--- src/rtl/mod_n_unit_counter.sv ---
// mod_n_unit_counter
//
// Counts pulse_en steps modulo MODULUS. The mode input selects wrap-up,
// wrap-down, one-shot countdown or hold at run time. Instances cascade by
// feeding overflow_flag of one stage into pulse_en of the next stage, for
// example seconds -> minutes -> hours, or a multi-stage countdown timer.
//
// Parameters:
//   WIDTH    counter width in bits
//   MODULUS  count range 0..MODULUS-1, legal for 2 <= MODULUS <= 2**WIDTH
//
// Ports:
//   m_clk          system clock, rising edge
//   a_rst          synchronous active-high reset
//   pulse_en       count-step enable, one step per cycle while high
//   mode           0 wrap-up, 1 wrap-down, 2 one-shot down, 3 hold
//   clr            synchronous clear to 0
//   load           synchronous load of load_val, clamped to MODULUS-1
//   load_val       preset value
//   match_val      compare value
//   q_val          current count, registered
//   overflow_flag  combinational terminal-step strobe (carry/borrow)
//   match_flag     registered one-cycle pulse after a step lands on match_val
//   done           registered sticky one-shot completion flag
//   load_err       registered one-cycle pulse after an out-of-range load
//
// Priority on each edge: a_rst > clr > load > count step.

module mod_n_unit_counter #(
  parameter int WIDTH   = 6,
  parameter int MODULUS = 60
) (
  input  logic             m_clk,
  input  logic             a_rst,
  input  logic             pulse_en,
  input  logic [1:0]       mode,
  input  logic             clr,
  input  logic             load,
  input  logic [WIDTH-1:0] load_val,
  input  logic [WIDTH-1:0] match_val,
  output logic [WIDTH-1:0] q_val,
  output logic             overflow_flag,
  output logic             match_flag,
  output logic             done,
  output logic             load_err
);

  typedef enum logic [1:0] {
    MODE_UP      = 2'd0,
    MODE_DOWN    = 2'd1,
    MODE_ONESHOT = 2'd2,
    MODE_HOLD    = 2'd3
  } mode_e;

  localparam logic [WIDTH-1:0] MAX_VAL = WIDTH'(MODULUS - 1);
  localparam logic [WIDTH-1:0] ZERO    = '0;
  localparam logic [WIDTH-1:0] ONE     = WIDTH'(1);

  // Refuse to elaborate with a modulus the counter cannot represent.
  if (MODULUS < 2 || MODULUS > (2 ** WIDTH)) begin : g_bad_modulus
    $error("mod_n_unit_counter: MODULUS must be in 2..2**WIDTH");
  end

  mode_e            cur_mode;
  logic             step_req;
  logic             step_taken;
  logic             wrap_hit;
  logic             match_hit;
  logic             done_set;
  logic [WIDTH-1:0] next_val;

  assign cur_mode = mode_e'(mode);

  // A step can only happen when nothing of higher priority claims the edge.
  assign step_req = pulse_en && !a_rst && !clr && !load;

  // Next count value and terminal-step detection. Wrapping uses explicit
  // compares so a non-power-of-two modulus never relies on natural overflow.
  always_comb begin
    next_val   = q_val;
    step_taken = 1'b0;
    wrap_hit   = 1'b0;
    if (step_req) begin
      case (cur_mode)
        MODE_UP: begin
          step_taken = 1'b1;
          if (q_val == MAX_VAL) begin
            next_val = ZERO;
            wrap_hit = 1'b1;
          end else begin
            next_val = q_val + ONE;
          end
        end
        MODE_DOWN: begin
          step_taken = 1'b1;
          if (q_val == ZERO) begin
            next_val = MAX_VAL;
            wrap_hit = 1'b1;
          end else begin
            next_val = q_val - ONE;
          end
        end
        MODE_ONESHOT: begin
          // Once finished, or already at zero, further pulses are ignored.
          if (!done && q_val != ZERO) begin
            step_taken = 1'b1;
            next_val   = q_val - ONE;
            wrap_hit   = (q_val == ONE);
          end
        end
        default: begin
          next_val = q_val;
        end
      endcase
    end
  end

  assign overflow_flag = wrap_hit;

  // An out-of-range compare value can never be reached, so it never matches.
  assign match_hit = step_taken && (next_val == match_val) && (match_val <= MAX_VAL);
  assign done_set  = step_taken && (cur_mode == MODE_ONESHOT) && (next_val == ZERO);

  // State register. match_flag and load_err are single-cycle pulses, so every
  // branch that does not explicitly raise them drops them back to 0.
  always_ff @(posedge m_clk) begin
    if (a_rst) begin
      q_val      <= ZERO;
      match_flag <= 1'b0;
      done       <= 1'b0;
      load_err   <= 1'b0;
    end else if (clr) begin
      q_val      <= ZERO;
      match_flag <= 1'b0;
      done       <= 1'b0;
      load_err   <= 1'b0;
    end else if (load) begin
      match_flag <= 1'b0;
      done       <= 1'b0;
      if (load_val <= MAX_VAL) begin
        q_val    <= load_val;
        load_err <= 1'b0;
      end else begin
        q_val    <= MAX_VAL;
        load_err <= 1'b1;
      end
    end else begin
      load_err   <= 1'b0;
      match_flag <= match_hit;
      if (step_taken) begin
        q_val <= next_val;
      end
      if (done_set) begin
        done <= 1'b1;
      end
    end
  end

endmodule

--- config.mk ---
export PLATFORM = sky130hd
export DESIGN_NAME = mod_n_unit_counter
export DESIGN_NICKNAME = d
export VERILOG_FILES = /design/src/rtl/mod_n_unit_counter.sv
export SDC_FILE = /design/constraint.sdc
export NUM_CORES = 1
export LEC_CHECK = 0
export ABC_AREA = 0
export CAP_MARGIN = 20
export CELL_PAD_IN_SITES_DETAIL_PLACEMENT = 1
export CELL_PAD_IN_SITES_GLOBAL_PLACEMENT = 1
export CORE_MARGIN = 1.5
export CORE_UTILIZATION = 35
export CTS_CLUSTER_SIZE = 16
export DETAILED_ROUTE_END_ITERATION = 7
export HOLD_SLACK_MARGIN = 0.02
export PLACE_DENSITY = 0.89
export SKIP_CTS_REPAIR_TIMING = 1
export SYNTH_ARGS = -nofsm -noshare
export SYNTH_HDL_FRONTEND = slang
export SYNTH_SLANG_ARGS = --single-unit
export TNS_END_PERCENT = 10
--- constraint.sdc ---
create_clock -name m_clk -period 2.5 [get_ports m_clk]
set_clock_uncertainty 0.05 [all_clocks]
set_input_delay 0.375 -clock m_clk [delete_from_list [all_inputs] [get_ports m_clk]]
set_output_delay 0.375 -clock m_clk [all_outputs]
set_load 0.01 [all_outputs]
=== Yosys cells after proc, flatten, opt, wreduce, memory -nomap -nowiden ===
Index checks and enable logic that the tools add are counted.

* Order comparisons: 2
* Add/subtract/negate cells: 2
* Equal/unequal tests: 5
* Reduce and logical (&&, ||, !) cells: 21
* Bitwise gates (word level): 1
* Multiplexer cells: 17

{| class="wikitable"
|+ Operators by type and width
! kind !! number
|-
| $mux W6 || 7
|-
| $pmux W6 S3 || 1
|-
| $le A6 B6 Y1 const B || 2
|-
| $logic_not A6 Y1 || 2
|-
| $logic_and A1 B1 Y1 || 8
|-
| $mux W1 || 7
|-
| $add A6 B1 Y6 const B || 1
|-
| $eq A6 B1 Y1 const B || 1
|-
| $eq A6 B6 Y1 || 1
|-
| $eq A6 B6 Y1 const B || 1
|-
| $reduce_bool A6 Y1 || 1
|-
| $reduce_or A3 Y1 || 2
|-
| $sub A6 B1 Y6 const B || 1
|-
| $logic_not A1 Y1 || 4
|-
| $reduce_or A2 Y1 || 2
|-
| $pmux W1 S3 || 1
|-
| $eq A2 B1 Y1 const B || 1
|-
| $eq A2 B2 Y1 const B || 1
|-
| $logic_not A2 Y1 || 1
|-
| $pmux W1 S2 || 1
|-
| $reduce_bool A2 Y1 || 1
|-
| $not A1 Y1 || 1
|}

* Output and inout bits: 10
* Bits of input ports: 19
* Register bits: 9

=== Logic depth before layout (Yosys ltp) ===
Gate-level depths: netlist of run 1.

* Depth in word-level cells: 8
* Gate-level depth with buffers: 9
* Depth with buffers taken out: 9

=== Least setup slack after synthesis of run 1 ===
No wires, ideal clock.

* Path type: register -> register
* Start point: register q_val[0]
* End point: register done
* Period minus slack after synthesis: 2.253 ns
* Cell stages (with the launch flop): 10
* Arrival: 2.088 ns
* Path slack: 0.247 ns
* Required time: 2.334 ns
* Setup time: 0.116 ns
* Cell sequence: dfxtp_1 > inv_1 > ha_1 > nor2b_1 > and3_1 > a22oi_1 > o221ai_1 > nor3_1 > and2_1 > a31o_1

* Longest elaborated chain between the ends: 7

{| class="wikitable"
|+ RTL lines
! item !! line !! RTL
|-
| start: declaration || 41 || <nowiki>output logic [WIDTH-1:0] q_val,</nowiki>
|-
| start signal: assignment || 141 || <nowiki>q_val <= load_val;</nowiki>
|-
| start signal: assignment || 151 || <nowiki>q_val <= next_val;</nowiki>
|-
| parallel branches: the longest is 6 deep, another holds $sub A6 B1 Y6 || n/a ||
|-
| $logic_and A1 B1 Y1 * || 122 || <nowiki>assign done_set = step_taken && (cur_mode == MODE_ONESHOT) && (next_val == ZERO);</nowiki>
|-
| end signal: assignment || 130 || <nowiki>done <= 1'b0;</nowiki>
|-
| end signal: assignment || 135 || <nowiki>done <= 1'b0;</nowiki>
|-
| end signal: assignment || 139 || <nowiki>done <= 1'b0;</nowiki>
|-
| end: declaration || 44 || <nowiki>output logic done,</nowiki>
|}

Every way passes the cells marked *.
A chain may end at the register's enable or synchronous reset.

=== Final worst setup path of run 1 ===
* Start point: input port a_rst
* End point: output port overflow_flag

* Longest elaborated chain between the ends: 5

{| class="wikitable"
|+ RTL lines
! item !! line !! RTL
|-
| start: declaration || 34 || <nowiki>input logic a_rst,</nowiki>
|-
| $logic_not A1 Y1 || 75 || <nowiki>assign step_req = pulse_en && !a_rst && !clr && !load;</nowiki>
|-
| $logic_and A1 B1 Y1 (3 in series) || 75 ||
|-
| $mux W1 || 83 || <nowiki>if (step_req) begin</nowiki>
|-
| end: declaration || 42 || <nowiki>output logic overflow_flag,</nowiki>
|}

Every way passes these cells.

==> results of run 1 <==
state kept, by name (all words and copies together), names as in the netlist:
signal,cells
done,1
load_err,1
match_flag,1
q_val,6
cell usage after synthesis (2+ instances only):
library cell / count
nor2_1: 12
nand2_1: 10
dfxtp_1: 9
a21oi_1: 8
nand3_1: 7
o21ai_0: 6
buf_2: 5
nor3_1: 5
o211ai_1: 5
a22oi_1: 4
ha_1: 4
inv_1: 4
nand2b_1: 4
nor2b_1: 4
o21a_1: 4
or3_1: 4
nor3b_1: 3
nor4_1: 3
a31o_1: 2
a31oi_1: 2
clkbuf_1: 2
mux2i_1: 2
nand3b_1: 2
o221ai_1: 2
or3b_1: 2
xnor2_1: 2
xor2_1: 2
per-stage QoR:
stage	area (sq um)	hold slack (ns)	power [mW]	cells
finish	1750	0.585	0.462	245
global route	1750	0.603	0.483	245
CTS	1670	0.622	0.455	244
detailed placement	1640	0.586	0.338	240
global placement	1640	0.543	0.331	240
floorplan	1130	0.467	0.246	147
power by group:
| part | leakage (nW) | switching, mW | internal (mW) |
|---|---|---|---|
| clock network | 0.0150 | 0.0512 | 0.0615 |
| logic | 0.576 | 0.102 | 0.0945 |
| registers | 0.0731 | 0.00604 | 0.147 |
| total | 0.664 | 0.159 | 0.303 |
worst min-delay path, cell delays in order:
cell	delay [ns]
dlymetal6s2s_1	0.17
buf_4	0.20
inv_1	0.06
nor4_1	0.04
area by class of cell:
type / instances / area [sq um]
Fill cell: 389 / 1310
Multi-Input combinational cell: 125 / 951
Timing Repair Buffer: 59 / 520
Sequential cell: 9 / 180
Tap cell: 44 / 55.1
Clock buffer: 4 / 26.3
Inverter: 4 / 15.0
how the worst max path moves through the flow:
stage	start	to	slack [ns]	cells after the start
5_1_grt	a_rst	match_flag	-0.05	8
3_5_place_dp	load	overflow_flag	-0.30	6
4_1_cts	load	overflow_flag	-0.30	6
3_3_place_gp	load	overflow_flag	-0.15	6
6_report	a_rst	overflow_flag	0.06	5
2_1_floorplan	q_val[0]	done	0.25	9
per-layer routing:
metal	GRT usage	up-vias	share of wire
met5	0	-	0
met1	0.324	682	0.43
li1	-	672	-
met2	0.477	37	0.53
met3	0.0108	10	0.024
met4	0.108	0	0.022
cells by family (layout without fill, tap and decap cells):
group,Yosys count,count (layout),share of synthesized area
adders and majority gates,4,4,0.0443
muxes,2,2,0.0177
xor gates and xnor gates,4,4,0.0310
buffers and inverters,13,67,0.0554
and+or+nand+nor,68,68,0.361
AOI/OAI and AO/OA,47,47,0.330
DFF,9,9,0.160
==> run metrics, run 1 <==
Synth area leader dfxtp_1; Crit Path Class input port to primary output; total global routing overflow 0; most frequent cells in the layout buf_4, clkdlybuf4s50_1, nor2_1; io pins 29; Reg2Reg Depth 10; Syn Std Cell Area 1130 sq um; Hold Crit Class input port to flip-flop; initial antenna violation count 0; die height 59.8 microns; Max Freq 0.409 GHz; final net count 225; syn_area_per_cell 7.68 sq um; final core area utilization 0.573; Final setup viols 0; peak supply drop 0.000223 V; syn nets 170; Hold EP load_err; die area 3570 sq um; Yosys top cell area share 0.160; pre-CTS WS -0.305 ns; first-iteration detailed-routing DRC count 54; final hold viol count 0; Ys Warns 0; CP Data Arrival Time 2.02 ns; worst path buffer plus inverter count 2; core area 3050 sq um; EDFF count, synth 0; CTS tree done; slowest CP cell clkdlybuf4s50_1; critical-path maximum fanout 4; end of the worst register-to-register path match_flag; Synth Register Bits 9; top_reg_cell synth dfxtp_1; RSZ-0062 raised after global routing yes; row count 20; main area contributors after synthesis dfxtp_1, ha_1, nor2_1; Area Growth Syn to Fin 54.9%; post-route ant nets 0; largest net degree at the start of global routing 16; Setup TNS Final 0 ns; layout cells sized above 1 0.269; CP Cell Sequence clkdlybuf4s50_1 > nor4b_4 > o211ai_1 > o21ai_0 > dlymetal6s2s_1; Hold Path Origin load; Worst Setup Start Kind input port; number of global-route vias before repair 1438; FFs w/ async S/R, synth 0; status finished clean; Root Buffer clkbuf_4; drt drc 0; Slew headroom 0.705; CTS Buf Count 3; worst reg2reg setup slack 0.10 ns; clk buf depth 2; TritonRoute pass-1 iters 4; count of input and output buffers 28; Placer Congestion 0.934; HPWL Detailed 3.53 mm; Worst Tran Pin Value 0.441 ns; Die Wd 59.8 microns; cells after synthesis 147; fin. max-slew vios 0; Tot GR Track Use 0.264; PD cells 264 nW/um^2; CP Capture Type primary output; Top delay family on crit path buffers and inverters; wire per inst 18.3 microns; Seq/Total Area, Yosys 0.160; Via-to-Cell Ratio 5.72; Starting Density 0.370; cell depth of the worst hold path 4; count of cell types in the netlist 55; Lkg Pwr 0.664 nW; largest stage delay on the critical path 0.48 ns; ANT cells 0; Worst-path clk slew 0.06 ns; commonest non-fill, non-tap cell in the layout buf_4; final worst slack 0.0566 ns; clock latency on the worst-skew pair 0.26 ns; Worst EP required 2.08 ns; Vias 1401; clk sinks 9; final WL 4.48 mm; CTS H-tree depth 1; MaxCap Viol Count 0; Final min period 2.44 ns; worst r2r src q_val[0]; Period Utilization, post-route 0.977; first-pass GRT wire length 7.04 mm
No activity file was read; power rests on OpenSTA's default activity.
==> inputs of run 2 (changes only) <==
Settings changed: GPL_ROUTABILITY_DRIVEN set to 0.
==> run 2 against run 1 <==
- first-iteration DRC count shrank 35%
- cell count shrank 1.6%
- utilization shrank 1.8 points
- sequential share of layout area grew 0.33 points
- die area is the same
- sequential power is essentially flat
- critical path depth grew 4
- clock power is essentially flat
- combinational power shrank 3%
- total power shrank 0.86%
- sequential cell count is the same
- highest routed layer unchanged
- via count grew 2.2%
==> run metrics, run 2 (synthesis results as in run 1) <==
status finished clean; fin. max-slew vios 0 (unchanged); Worst EP required 2.66 ns (+0.58 ns); Die Wd 59.8 microns (unchanged); Final min period 2.41 ns (-0.0302 ns); first-pass GRT wire length 7.14 mm (+1.4%); final instance area 1690 sq um (-3.1%); CTS tree done; final core area utilization 0.555 (-0.0176); Internal 0.300 mW (-1.0%); Non-Filler Instances 241 (-1.6%); Root Buffer clkbuf_4; CTS Buf Count 3 (unchanged); drt drc 0 (unchanged); Via-to-Cell Ratio 5.94 (+3.9%); largest net degree at the start of global routing 16 (unchanged); clock latency on the worst-skew pair 0.26 ns (about the same); clk buf depth 2 (unchanged); HPWL Detailed 3.63 mm (+3.0%); commonest non-fill, non-tap cell in the layout buf_4; critical-path maximum fanout 6 (+2); io pins 29 (unchanged); Period Utilization, post-route 0.965 (-0.0121); worst r2r src q_val[1]; core area 3050 sq um (unchanged); Slew headroom 0.738 (+0.0324); clk sinks 9 (unchanged); Clk pwr share 0.247 (+0.003); Lkg Pwr 0.649 nW (-2.2%); CP Capture Type flip-flop; Critical Path Start q_val[1]; die area 3570 sq um (unchanged); CTS H-tree depth 1 (unchanged); Max Freq 0.414 GHz (+1.3%); Reg2Reg Depth 9 (-1); end of the worst register-to-register path done; PD cells 270 nW/um^2 (+2.3%); Tot GR Track Use 0.269 (+0.00486); post-route ant nets 0 (unchanged); count of input and output buffers 28 (unchanged); die height 59.8 microns (unchanged); final worst slack 0.0868 ns (+0.0302 ns); Worst Setup Start Kind flip-flop; MaxCap Viol Count 0 (unchanged); final hold viol count 0 (unchanged); row count 20 (unchanged); most flop-heavy register q_val; P_sw 0.158 mW (-0.50%); Worst-path clk slew 0.06 ns (about the same); max reg flops 6 (unchanged); most frequent cells in the layout buf_4, clkdlybuf4s50_1, nor2_1; CP Data Arrival Time 2.58 ns (+0.56 ns); Worst Tran Pin Value 0.393 ns (-0.0478 ns); TritonRoute pass-1 iters 4 (unchanged); layout cells sized above 1 0.254 (-0.0148); Starting Density 0.370 (unchanged); Setup TNS Final 0 ns (unchanged); worst reg2reg setup slack 0.09 ns (about the same); final net count 221 (-1.8%); number of global-route vias before repair 1527 (+6.2%); peak supply drop 0.000218 V (-2.5%); wire per inst 19.1 microns (+4.5%); placed cell count 237 (-1.3%); first-iteration detailed-routing DRC count 35 (-35%); pre-CTS WS -0.352 ns (-0.0476 ns); combinational power share 0.417 (-0.008); Sw Share 0.345 (+0.00122); Hold Crit Class flip-flop to flip-flop; Area Growth Syn to Fin 50.1%; Crit Path Class flip-flop to flip-flop; DP Area 1620 sq um (-1.4%); CP Capture Point done; final WL 4.61 mm (+2.8%); ANT cells 0 (unchanged); Vias 1432 (+2.2%); total global routing overflow 0 (unchanged); Final setup viols 0 (unchanged); Flop pwr share 0.336 (+0.005); initial antenna violation count 0 (unchanged)
run 2: cell types whose count changed in the layout (fill, tap and decap cells not counted), sizes merged:
cell,change
clkdlybuf4s50,-1
buf,-4
dlymetal6s2s,+1
run 2: through the flow:
| stage | total power, mW | hold WS [ns] |
|---|---|---|
| floorplan | 0.246 | 0.467 |
| global placement | 0.327 | 0.477 |
| detailed placement | 0.339 | 0.525 |
| CTS | 0.454 | 0.536 |
| global route | 0.481 | 0.568 |
| finish | 0.458 | 0.548 |
run 2: cell type report:
cell class / instances / area [sq um]
sequential: 9 / 180
clock buffer: 4 / 26.3
multi-input combinational: 125 / 925
timing repair buffer: 55 / 493
fill: 385 / 1360
tap: 44 / 55.1
inverter: 4 / 15.0
run 2: routing by layer:
| layer | routed length [microns] | up-vias | global-route usage | part of all wire |
|---|---|---|---|---|
| li1 | - | 664 | - | - |
| met5 | 0 | - | 0 | 0 |
| met3 | 192 | 19 | 0.0325 | 0.042 |
| met2 | 2510 | 60 | 0.533 | 0.54 |
| met1 | 1760 | 689 | 0.278 | 0.38 |
| met4 | 143 | 0 | 0.108 | 0.031 |
run 2: power groups by stage:
stage / Clock [mW] / Sequential (mW) / Combinational (mW)
2_1_floorplan: 0 / 0.155 / 0.0911
3_3_place_gp: 0 / 0.156 / 0.171
3_5_place_dp: 0 / 0.157 / 0.182
4_1_cts: 0.117 / 0.154 / 0.184
5_1_grt: 0.125 / 0.154 / 0.202
6_report: 0.113 / 0.154 / 0.191
run 2: worst min path at each step:
stage                            from  endpoint  slack [ns]  depth (start not counted)
after floorplan           load_val[2]  load_err        0.47                          2
after global placement       q_val[0]  q_val[0]        0.48                          2
after detailed placement     q_val[0]  q_val[0]        0.52                          2
after CTS                    q_val[0]  q_val[0]        0.54                          2
after global routing         q_val[0]  q_val[0]        0.57                          2
final                        q_val[0]  q_val[0]        0.55                          2
run 2: worst max-delay path: stages, from the launching register on:
cell and delay, ns:
dfxtp_1 0.37, inv_1 0.17, ha_2 0.25, or3b_1 0.38, o2111a_1 0.16, a221oi_2 0.26
o311ai_4 0.19, nor3_1 0.23, and2_1 0.17, a31o_1 0.13
